--- src/rtl/vga_timing_pkg.sv ---
// rtl/vga_timing_pkg.sv - Shared VGA timing constants, counter type and window decode helper
package vga_timing_pkg;

    localparam int CNT_W = 10;

    localparam int H_VISIBLE = 640;
    localparam int H_FP      = 16;
    localparam int H_SYNC    = 96;
    localparam int H_BP      = 48;
    localparam int V_VISIBLE = 480;
    localparam int V_FP      = 10;
    localparam int V_SYNC    = 2;
    localparam int V_BP      = 33;

    localparam int H_TOTAL = H_VISIBLE + H_FP + H_SYNC + H_BP;
    localparam int V_TOTAL = V_VISIBLE + V_FP + V_SYNC + V_BP;

    typedef logic [CNT_W-1:0] cnt_t;

    // True when lo <= val < lo+len; shared with the colour stage for its window bounds.
    function automatic logic in_window(input cnt_t val, input int lo, input int len);
        return (int'(val) >= lo) && (int'(val) < lo + len);
    endfunction

endpackage

--- src/rtl/vga_sync_gen_if.sv ---
// rtl/vga_sync_gen_if.sv - Timing bundle from the sync generator to downstream stages
interface vga_sync_gen_if;

    logic [vga_timing_pkg::CNT_W-1:0] hcount;
    logic [vga_timing_pkg::CNT_W-1:0] vcount;
    logic                             hsync;
    logic                             vsync;
    logic                             video_on;
    logic                             pix_en;
    logic                             frame_start;

    modport master (
        output hcount, vcount, hsync, vsync, video_on, pix_en, frame_start
    );

    modport slave (
        input hcount, vcount, hsync, vsync, video_on, pix_en, frame_start
    );

endinterface

--- src/rtl/vga_pix_div.sv ---
// rtl/vga_pix_div.sv - System-clock to pixel-rate divider producing a one-clock tick
module vga_pix_div #(
    parameter int CLK_DIV = 2
) (
    input  logic clock,
    input  logic reset_n,
    output logic o_tick
);

    localparam int DIV_W = (CLK_DIV > 1) ? $clog2(CLK_DIV) : 1;
    localparam logic [DIV_W-1:0] DIV_MAX = DIV_W'(CLK_DIV - 1);

    if (CLK_DIV < 1 || CLK_DIV > 16) begin : g_bad_div
        $error("vga_pix_div: CLK_DIV must be in 1..16");
    end

    logic [DIV_W-1:0] r_div;

    assign o_tick = (r_div == DIV_MAX);

    always_ff @(posedge clock or negedge reset_n) begin
        if (!reset_n) begin
            r_div <= '0;
        end else if (o_tick) begin
            r_div <= '0;
        end else begin
            r_div <= r_div + 1'b1;
        end
    end

endmodule

--- src/rtl/vga_sync_gen.sv ---
// rtl/vga_sync_gen.sv - VGA raster counters, sync pulses and active-video flag
module vga_sync_gen
    import vga_timing_pkg::CNT_W, vga_timing_pkg::in_window;
#(
    parameter int CLK_DIV   = 2,
    parameter int H_VISIBLE = vga_timing_pkg::H_VISIBLE,
    parameter int H_FP      = vga_timing_pkg::H_FP,
    parameter int H_SYNC    = vga_timing_pkg::H_SYNC,
    parameter int H_BP      = vga_timing_pkg::H_BP,
    parameter int V_VISIBLE = vga_timing_pkg::V_VISIBLE,
    parameter int V_FP      = vga_timing_pkg::V_FP,
    parameter int V_SYNC    = vga_timing_pkg::V_SYNC,
    parameter int V_BP      = vga_timing_pkg::V_BP,
    parameter bit SYNC_POL  = 1'b0
) (
    input  logic           clock,
    input  logic           reset_n,
    vga_sync_gen_if.master sync
);

    localparam int H_TOTAL = H_VISIBLE + H_FP + H_SYNC + H_BP;
    localparam int V_TOTAL = V_VISIBLE + V_FP + V_SYNC + V_BP;
    localparam logic [CNT_W-1:0] H_LAST = CNT_W'(H_TOTAL - 1);
    localparam logic [CNT_W-1:0] V_LAST = CNT_W'(V_TOTAL - 1);

    if (H_TOTAL > 1024 || V_TOTAL > 1024) begin : g_bad_total
        $error("vga_sync_gen: H_TOTAL and V_TOTAL must not exceed 1024");
    end

    logic             w_tick;
    logic [CNT_W-1:0] r_hcount;
    logic [CNT_W-1:0] r_vcount;
    logic [CNT_W-1:0] w_hcount_nxt;
    logic [CNT_W-1:0] w_vcount_nxt;
    logic             r_hsync;
    logic             r_vsync;
    logic             r_video_on;
    logic             r_pix_en;
    logic             r_frame_start;
    logic             w_hsync_nxt;
    logic             w_vsync_nxt;
    logic             w_video_on_nxt;
    logic             w_frame_start_nxt;

    vga_pix_div #(.CLK_DIV(CLK_DIV)) u_pix_div (
        .clock   (clock),
        .reset_n (reset_n),
        .o_tick  (w_tick)
    );

    always_comb begin
        w_hcount_nxt = r_hcount;
        w_vcount_nxt = r_vcount;
        if (w_tick) begin
            if (r_hcount == H_LAST) begin
                w_hcount_nxt = '0;
                w_vcount_nxt = (r_vcount == V_LAST) ? '0 : r_vcount + 1'b1;
            end else begin
                w_hcount_nxt = r_hcount + 1'b1;
            end
        end
    end

    // Decode from next-state counters so sync/video registers line up with the counters they describe.
    always_comb begin
        w_hsync_nxt       = !SYNC_POL;
        w_vsync_nxt       = !SYNC_POL;
        w_video_on_nxt    = 1'b0;
        w_frame_start_nxt = 1'b0;
        if (in_window(w_hcount_nxt, H_VISIBLE + H_FP, H_SYNC)) begin
            w_hsync_nxt = SYNC_POL;
        end
        if (in_window(w_vcount_nxt, V_VISIBLE + V_FP, V_SYNC)) begin
            w_vsync_nxt = SYNC_POL;
        end
        w_video_on_nxt    = in_window(w_hcount_nxt, 0, H_VISIBLE) && in_window(w_vcount_nxt, 0, V_VISIBLE);
        w_frame_start_nxt = w_tick && (w_hcount_nxt == '0) && (w_vcount_nxt == '0);
    end

    // Counters reset to the last position so the first tick wraps to (0,0) and starts a clean frame.
    always_ff @(posedge clock or negedge reset_n) begin
        if (!reset_n) begin
            r_hcount      <= H_LAST;
            r_vcount      <= V_LAST;
            r_hsync       <= !SYNC_POL;
            r_vsync       <= !SYNC_POL;
            r_video_on    <= 1'b0;
            r_pix_en      <= 1'b0;
            r_frame_start <= 1'b0;
        end else begin
            r_hcount      <= w_hcount_nxt;
            r_vcount      <= w_vcount_nxt;
            r_hsync       <= w_hsync_nxt;
            r_vsync       <= w_vsync_nxt;
            r_video_on    <= w_video_on_nxt;
            r_pix_en      <= w_tick;
            r_frame_start <= w_frame_start_nxt;
        end
    end

    assign sync.hcount      = r_hcount;
    assign sync.vcount      = r_vcount;
    assign sync.hsync       = r_hsync;
    assign sync.vsync       = r_vsync;
    assign sync.video_on    = r_video_on;
    assign sync.pix_en      = r_pix_en;
    assign sync.frame_start = r_frame_start;

endmodule

--- src/flat_wrapper.sv ---
// flat-port wrapper written by rule: the top's interface ports become plain ports
module vga_sync_gen_flat import vga_timing_pkg::CNT_W, vga_timing_pkg::in_window;
#(
    parameter int CLK_DIV   = 2,
    parameter int H_VISIBLE = vga_timing_pkg::H_VISIBLE,
    parameter int H_FP      = vga_timing_pkg::H_FP,
    parameter int H_SYNC    = vga_timing_pkg::H_SYNC,
    parameter int H_BP      = vga_timing_pkg::H_BP,
    parameter int V_VISIBLE = vga_timing_pkg::V_VISIBLE,
    parameter int V_FP      = vga_timing_pkg::V_FP,
    parameter int V_SYNC    = vga_timing_pkg::V_SYNC,
    parameter int V_BP      = vga_timing_pkg::V_BP,
    parameter bit SYNC_POL  = 1'b0
)
  (clock, reset_n, sync_hcount, sync_vcount, sync_hsync, sync_vsync, sync_video_on, sync_pix_en, sync_frame_start);
  vga_sync_gen_if sync_i ();
  input  logic clock;
  input  logic reset_n;
  output wire logic [$bits(sync_i.hcount)-1:0] sync_hcount;
  output wire logic [$bits(sync_i.vcount)-1:0] sync_vcount;
  output wire logic [$bits(sync_i.hsync)-1:0] sync_hsync;
  output wire logic [$bits(sync_i.vsync)-1:0] sync_vsync;
  output wire logic [$bits(sync_i.video_on)-1:0] sync_video_on;
  output wire logic [$bits(sync_i.pix_en)-1:0] sync_pix_en;
  output wire logic [$bits(sync_i.frame_start)-1:0] sync_frame_start;
  assign sync_hcount = sync_i.hcount;
  assign sync_vcount = sync_i.vcount;
  assign sync_hsync = sync_i.hsync;
  assign sync_vsync = sync_i.vsync;
  assign sync_video_on = sync_i.video_on;
  assign sync_pix_en = sync_i.pix_en;
  assign sync_frame_start = sync_i.frame_start;
  vga_sync_gen #(.CLK_DIV(CLK_DIV), .H_VISIBLE(H_VISIBLE), .H_FP(H_FP), .H_SYNC(H_SYNC), .H_BP(H_BP), .V_VISIBLE(V_VISIBLE), .V_FP(V_FP), .V_SYNC(V_SYNC), .V_BP(V_BP), .SYNC_POL(SYNC_POL)) u_core (.clock(clock), .reset_n(reset_n), .sync(sync_i));
endmodule
--- config.mk ---
export PLATFORM = sky130hd
export DESIGN_NAME = vga_sync_gen_flat
export DESIGN_NICKNAME = d
export VERILOG_FILES = /design/src/rtl/vga_timing_pkg.sv /design/src/rtl/vga_sync_gen_if.sv /design/src/rtl/vga_pix_div.sv /design/src/rtl/vga_sync_gen.sv /design/src/flat_wrapper.sv
export SDC_FILE = /design/constraint.sdc
export NUM_CORES = 1
export LEC_CHECK = 0
export ABC_AREA = 1
export CORE_MARGIN = 2
export CORE_UTILIZATION = 40
export CTS_CLUSTER_DIAMETER = 50
export DETAILED_ROUTE_END_ITERATION = 6
export SLEW_MARGIN = 20
export SYNTH_ARGS = -nofsm -noshare
export SYNTH_HDL_FRONTEND = slang
export SYNTH_SLANG_ARGS = --single-unit
--- constraint.sdc ---
create_clock -name clock -period 2.8 [get_ports clock]
set_input_delay 0.84 -clock clock [delete_from_list [all_inputs] [get_ports clock]]
set_output_delay 0.84 -clock clock [all_outputs]
set_load 0.02 [all_outputs]
# [After elaboration in Yosys (flattened, before gate mapping)]
# Index checks and enable logic that the tools add are counted.
[word_totals] register_bits=26 output_inout_bits=25 word_cells=34
[op_classes] n_addsub=3 n_lt_le_gt_ge=6 eq_ne=2 mux=8 reduce_logical=7
[op_table] op="$mux 10" n=5
[op_table] op="$add 10x1->10 const B" n=2
[op_table] op="$eq 10x10->1 const B" n=2
[op_table] op="$logic_not 10->1" n=2
[op_table] op="$lt 10x10->1 const B" n=2
[op_table] op="$lt 10x9->1 const B" n=2
[op_table] op="$ge 10x10->1 const B" n=1
[op_table] op="$ge 10x9->1 const B" n=1
[op_table] op="$logic_and 1x1->1" n=5
[op_table] op="$mux 1" n=3
[op_table] op="$add 1x1->1 const B" n=1

# [Longest topological paths before layout]
[logic_depth] word_depth=7 mapped_depth=12

# [Modules after synthesis]
# From an unflattened synthesis, not the netlist that was laid out.
[unflattened] cells_unflattened=221 area_unflattened_um2=1580.3
[modules_own_cells] mod="vga_sync_gen" instances=1 cells_each=219 area_each_um2=1551.5 seq_area_each_um2=640.6
[modules_own_cells] mod="vga_pix_div" instances=1 cells_each=2 area_each_um2=28.8 seq_area_each_um2=25.0

# [Least setup slack after synthesis]
# OpenSTA, ideal clock, no wires.
[synth_timing] path_type="register -> register" startpoint="register u_core.r_hcount[0] (netlist: u_core.sync.hcount[0])" endpoint="register u_core.r_video_on (netlist: u_core.sync.video_on)" setup_time_ps=116 arrival_time_ps=1668 slack_ps=1015 stages_incl_launch_ff=13 n_path_buf=0 synth_period_minus_slack_ps=1785 path_cell_list="dfstp_2 ha_1 inv_1 nor2_1 nand3_2 nor2_2 nand2_1 nand2_1 nand2_1 inv_2 nand3_2 nor2_2 nor2_1"
[synth_via] elab_chain_len=5 word_cells_on_any_way=9 cone_classes="add/sub: 1; order compare: 2; eq/ne: 1; mux: 4; reduce/logical: 1"
[synth_lines] element="from (decl)" line="vga_sync_gen.sv:31" rtl="logic [CNT_W-1:0] r_hcount;"
[synth_lines] element="from (signal assigned)" line="vga_sync_gen.sv:91" rtl="r_hcount <= w_hcount_nxt;"
[synth_lines] element="$eq 10x10->1" line="vga_sync_gen.sv:55" rtl="if (r_hcount == H_LAST) begin"
[synth_lines] element="$mux 10" line="vga_sync_gen.sv:55"
[synth_lines] element="$mux 10" line="vga_sync_gen.sv:54" rtl="if (w_tick) begin"
[synth_lines] element="net u_core.w_vcount_nxt[6]" line="vga_sync_gen.sv:34" rtl="logic [CNT_W-1:0] w_vcount_nxt;"
[synth_lines] element="$lt 10x9->1" line="vga_timing_pkg.sv:22" rtl="return (int'(val) >= lo) && (int'(val) < lo + len);"
[synth_lines] element="$logic_and 1x1->1" line="vga_sync_gen.sv:76" rtl="w_video_on_nxt = in_window(w_hcount_nxt, 0, H_VISIBLE) && in_window(w_vcount_nxt, 0, V_VISIBLE);"
[synth_lines] element="net u_core.w_video_on_nxt" line="vga_sync_gen.sv:42" rtl="logic w_video_on_nxt;"
[synth_lines] element="to (signal assigned)" line="vga_sync_gen.sv:95" rtl="r_video_on <= w_video_on_nxt;"
[synth_lines] element="to (decl)" line="vga_sync_gen.sv:37" rtl="logic r_video_on;"
# The timed path passes the listed nets, and every way through them passes these cells.

# [Worst setup path in the final report]
[layout_timing] startpoint="register u_core.r_hcount[4] (netlist: u_core.sync.hcount[4])" endpoint="output port sync_hcount[4]"
[layout_rtl] element="to (decl)" line="flat_wrapper.sv:19" rtl="output wire logic [$bits(sync_i.hcount)-1:0] sync_hcount;"
# No word-level cell between the ends.

==> flow_summary_export.csv <==
group,metric,value,unit
outcome,status,"finished clean",
sta,period_needed,2.336,ns
worst_setup_path,cp_data_arrival_time,1.50,ns
floorplanning,core,3744,µm²
finish,drive_gt1_share,13.57,%
clock_tree,clk_pin_slew_worst_paths,0.09,ns
synth,synth_warnings,0,
clock_tree,ctsResizeCount,0,
clock_tree,numCtsBuffers,3,
grt,antenna_found_initial,0,
worst_setup_path,cp_slowest_stage_delay,0.62,ns
place,place_congestion,0.7957,
place,placed_area,1914,µm²
finish,layout_commonest_cell,"nand2_1",
floorplanning,start_util,42.58,%
worst_setup_path,start_kind,"flop",
sta,slew_viol_final,0,
place,hpwl,2.864,mm
sta,finalSetupViolations,0,
worst_setup_path,crit_type,"reg2out",
synth,synth_top_area_share,21.98,%
synth,syn_inst,228,
worst_setup_path,path_max_fanout,7,
floorplanning,fp.dieH,67.13,µm
hold_path,hp-class,"reg2reg",
grt,first_global_vias,1375,
sta,rsz0062_at_grt,"no",
sta,clock_skew,0.004894,ns
synth,synth_cell_types,22,
grt,grt_pass1_wl,6.334,mm
clock_tree,h-tree-depth,1,
synth,synth_compound_gate_area_share,1.491,%
routing,drc_errors,0,
synth,synthMuxAreaShare,0,%
synth,synth.area.top_cells,"dfrtp_1 22%, dfstp_2 20%, nand2_1 17%",
routing,ant_nets,0,
clock_tree,cts_sinks,26,
worst_setup_path,cp.buffers_inverters,1,
finish,final_area,1986,µm²
finish,num_antenna_cells,0,
floorplanning,die_x,67.13,µm
sta,worstMarginPinSlew,0.5360,ns
worst_setup_path,r2r_start,"u_core.sync.hcount[0]$_DFF_PN1_",
finish,layout_common_cells,"74 x nand2_1, 40 x inv_1, 26 x clkdlybuf4s50_1, 25 x nand3_1, 23 x nor2_1",
power,power.density,352.2,nW/µm²
hold_path,min-delay-start,"u_core.sync.hcount[1]$_DFF_PN1_",
synth,syn_area,1594,µm²
finish,syn2layout_area_growth,24.57,%
clock_tree,cts_setup_buffers,0,
grt,grt.total_usage,18.69,%
synth,synthAdderAreaFrac,2.355,%
synth,synth_top_family_by_area,"simple AND/OR/NAND/NOR gates",
worst_setup_path,critical-path-top-delay-family,"buffers and inverters",
power,irDropWorstVdd,0.1662,mV
clock_tree,cts_tree,"done",
grt,grt_max_degree,27,
sta,finalCritPeriodShare,83.44,%
synth,synth-seq-area-share,41.76,%
worst_setup_path,end_kind,"primary output",
run,cap_violations,0,
finish,num-nets-final,264,
routing,totalWireLength,3.745,mm
worst_setup_path,slowest_stage,"clkdlybuf4s50_1",
grt,grt_overflow,0,
routing,vias,1459,
synth,ys_seq_elements,26,
sta,max_freq,428.0,MHz
clock_tree,cts-hold-fix-buffers,0,
worst_setup_path,startpoint,"u_core.sync.hcount[4]$_DFF_PN1_",
routing,avgViaCountPerCell,4.768,
routing,drtIter0Drc,73,
synth,synth_top_cell_by_area,"dfrtp_1",
routing,first_pass_iters,4,
sta,finalSetupTns,0,ns
clock_tree,clock_latency,0.28,ns
routing,wire_per_inst,12.24,µm
place,portBuffers,26,
clock_tree,cts_root_buf,"clkbuf_8",
floorplanning,die_area,4506,µm²
floorplanning,fp-row-count,22,
clock_tree,clockBufferDepth,2,
worst_setup_path,critPathRequiredTime,1.96,ns
synth,yosys.area_share.simple,42.94,%
worst_setup_path,path_cells,"clkdlybuf4s50_1",
synth,synth_nets,233,
synth,postSynthAreaPerCell,6.991,µm²
sta,final_hold_viol_count,0,
sta,slew_headroom,64.27,%
floorplanning,ios,27,
synth,synth_xor_area_share,1.099,%
power,p_leak,1.051,nW
## power breakdown
part           internal, mW  leakage [nW]  switching (mW)  total (mW)
Clock                 0.192        0.0357           0.122       0.314
Combinational       0.00214         0.704         0.00713     0.00927
Sequential            0.376         0.312               0       0.376
Total                 0.570          1.05           0.129       0.699
## cell families after synthesis
logic type | Yosys count
AND/OR/NAND/NOR | 150
buffers and inverters | 43
flip-flops | 26
AO/OA/AOI/OAI | 4
XOR/XNOR | 2
adder cells (fa/ha/maj) | 3
## layer usage
metal / global-route usage, % / vias to the layer above / share of wire [%]
met2: 31.06 / 22 / 46
met1: 25.32 / 664 / 50
met4: 6.122 / 0 / 1.4
met5: 0 / - / 0
met3: 2.027 / 5 / 2.6
li1: - / 768 / -
## through the flow
step                      power [mW]  std cells  utilization (%)  hold slack [ns]  worst slack (ns)
after floorplan               0.3829        228                -           0.4501             1.015
after global placement        0.3932        302            51.14           0.5075            0.7745
after detailed placement      0.3931        302            51.14           0.5112            0.7670
after CTS                     0.7052        306            53.04           0.5257            0.4521
after global routing          0.7214        306            53.04           0.5731            0.4180
final                         0.6993        306            53.04           0.5329            0.4638
## final cells by class
class	count	area, µm²
Sequential cell	26	665.6
Clock inverter	1	30.03
Clock buffer	3	41.29
Tap cell	48	60.06
Multi-Input combinational cell	159	763.2
Fill cell	383	1758
Timing Repair Buffer	27	267.8
Inverter	42	157.7
## worst register-to-register path, cell delays in order (launching register included)
cell,delay (ns)
dfstp_2,0.57
ha_1,0.20
inv_1,0.05
nor2_1,0.18
nand3_2,0.18
nor2_1,0.24
nand2_1,0.07
nand2_1,0.07
nand2_1,0.09
nand2_1,0.09
nor2_1,0.04
nand3_1,0.07
nor2_1,0.05
## final timing paths
path                                                endpoint  slack, ns  cells past startpoint
setup / recovery                              sync_hcount[4]       0.46                      1
setup reg to reg           u_core.sync.frame_start$_DFF_PN0_       0.81                     12
hold reg to reg              u_core.sync.hcount[1]$_DFF_PN1_       0.53                      2
max in group asynchronous    u_core.sync.hcount[3]$_DFF_PN1_       1.58                      2
hold / removal               u_core.sync.hcount[1]$_DFF_PN1_       0.53                      2
min in group asynchronous       u_core.sync.pix_en$_DFF_PN0_       0.93                      2
## synth_stat cells
library cell / number
dfrtp_1: 14
buf_4: 1
nand2_2: 1
nand2_1: 74
nand3b_1: 3
nor3_1: 3
inv_1: 40
nor2_1: 23
nand3_1: 25
dfstp_2: 12
nor2_2: 10
nor3_2: 1
nor2_4: 1
a31oi_1: 1
o21bai_1: 1
inv_2: 2
ha_1: 3
nand4_1: 6
nand3_2: 3
xor2_1: 2
o21ai_1: 1
o21ai_0: 1
## state kept, by name, summed over array words and instances, names as in the netlist
signal,cells
u_core.sync.vsync,1
u_core.sync.hsync,1
u_core.sync.pix_en,1
u_core.sync.hcount,10
u_core.sync.vcount,10
u_core.sync.frame_start,1
u_core.sync.video_on,1
u_core.u_pix_div.o_tick,1
Power figures use the tool's default switching activity.
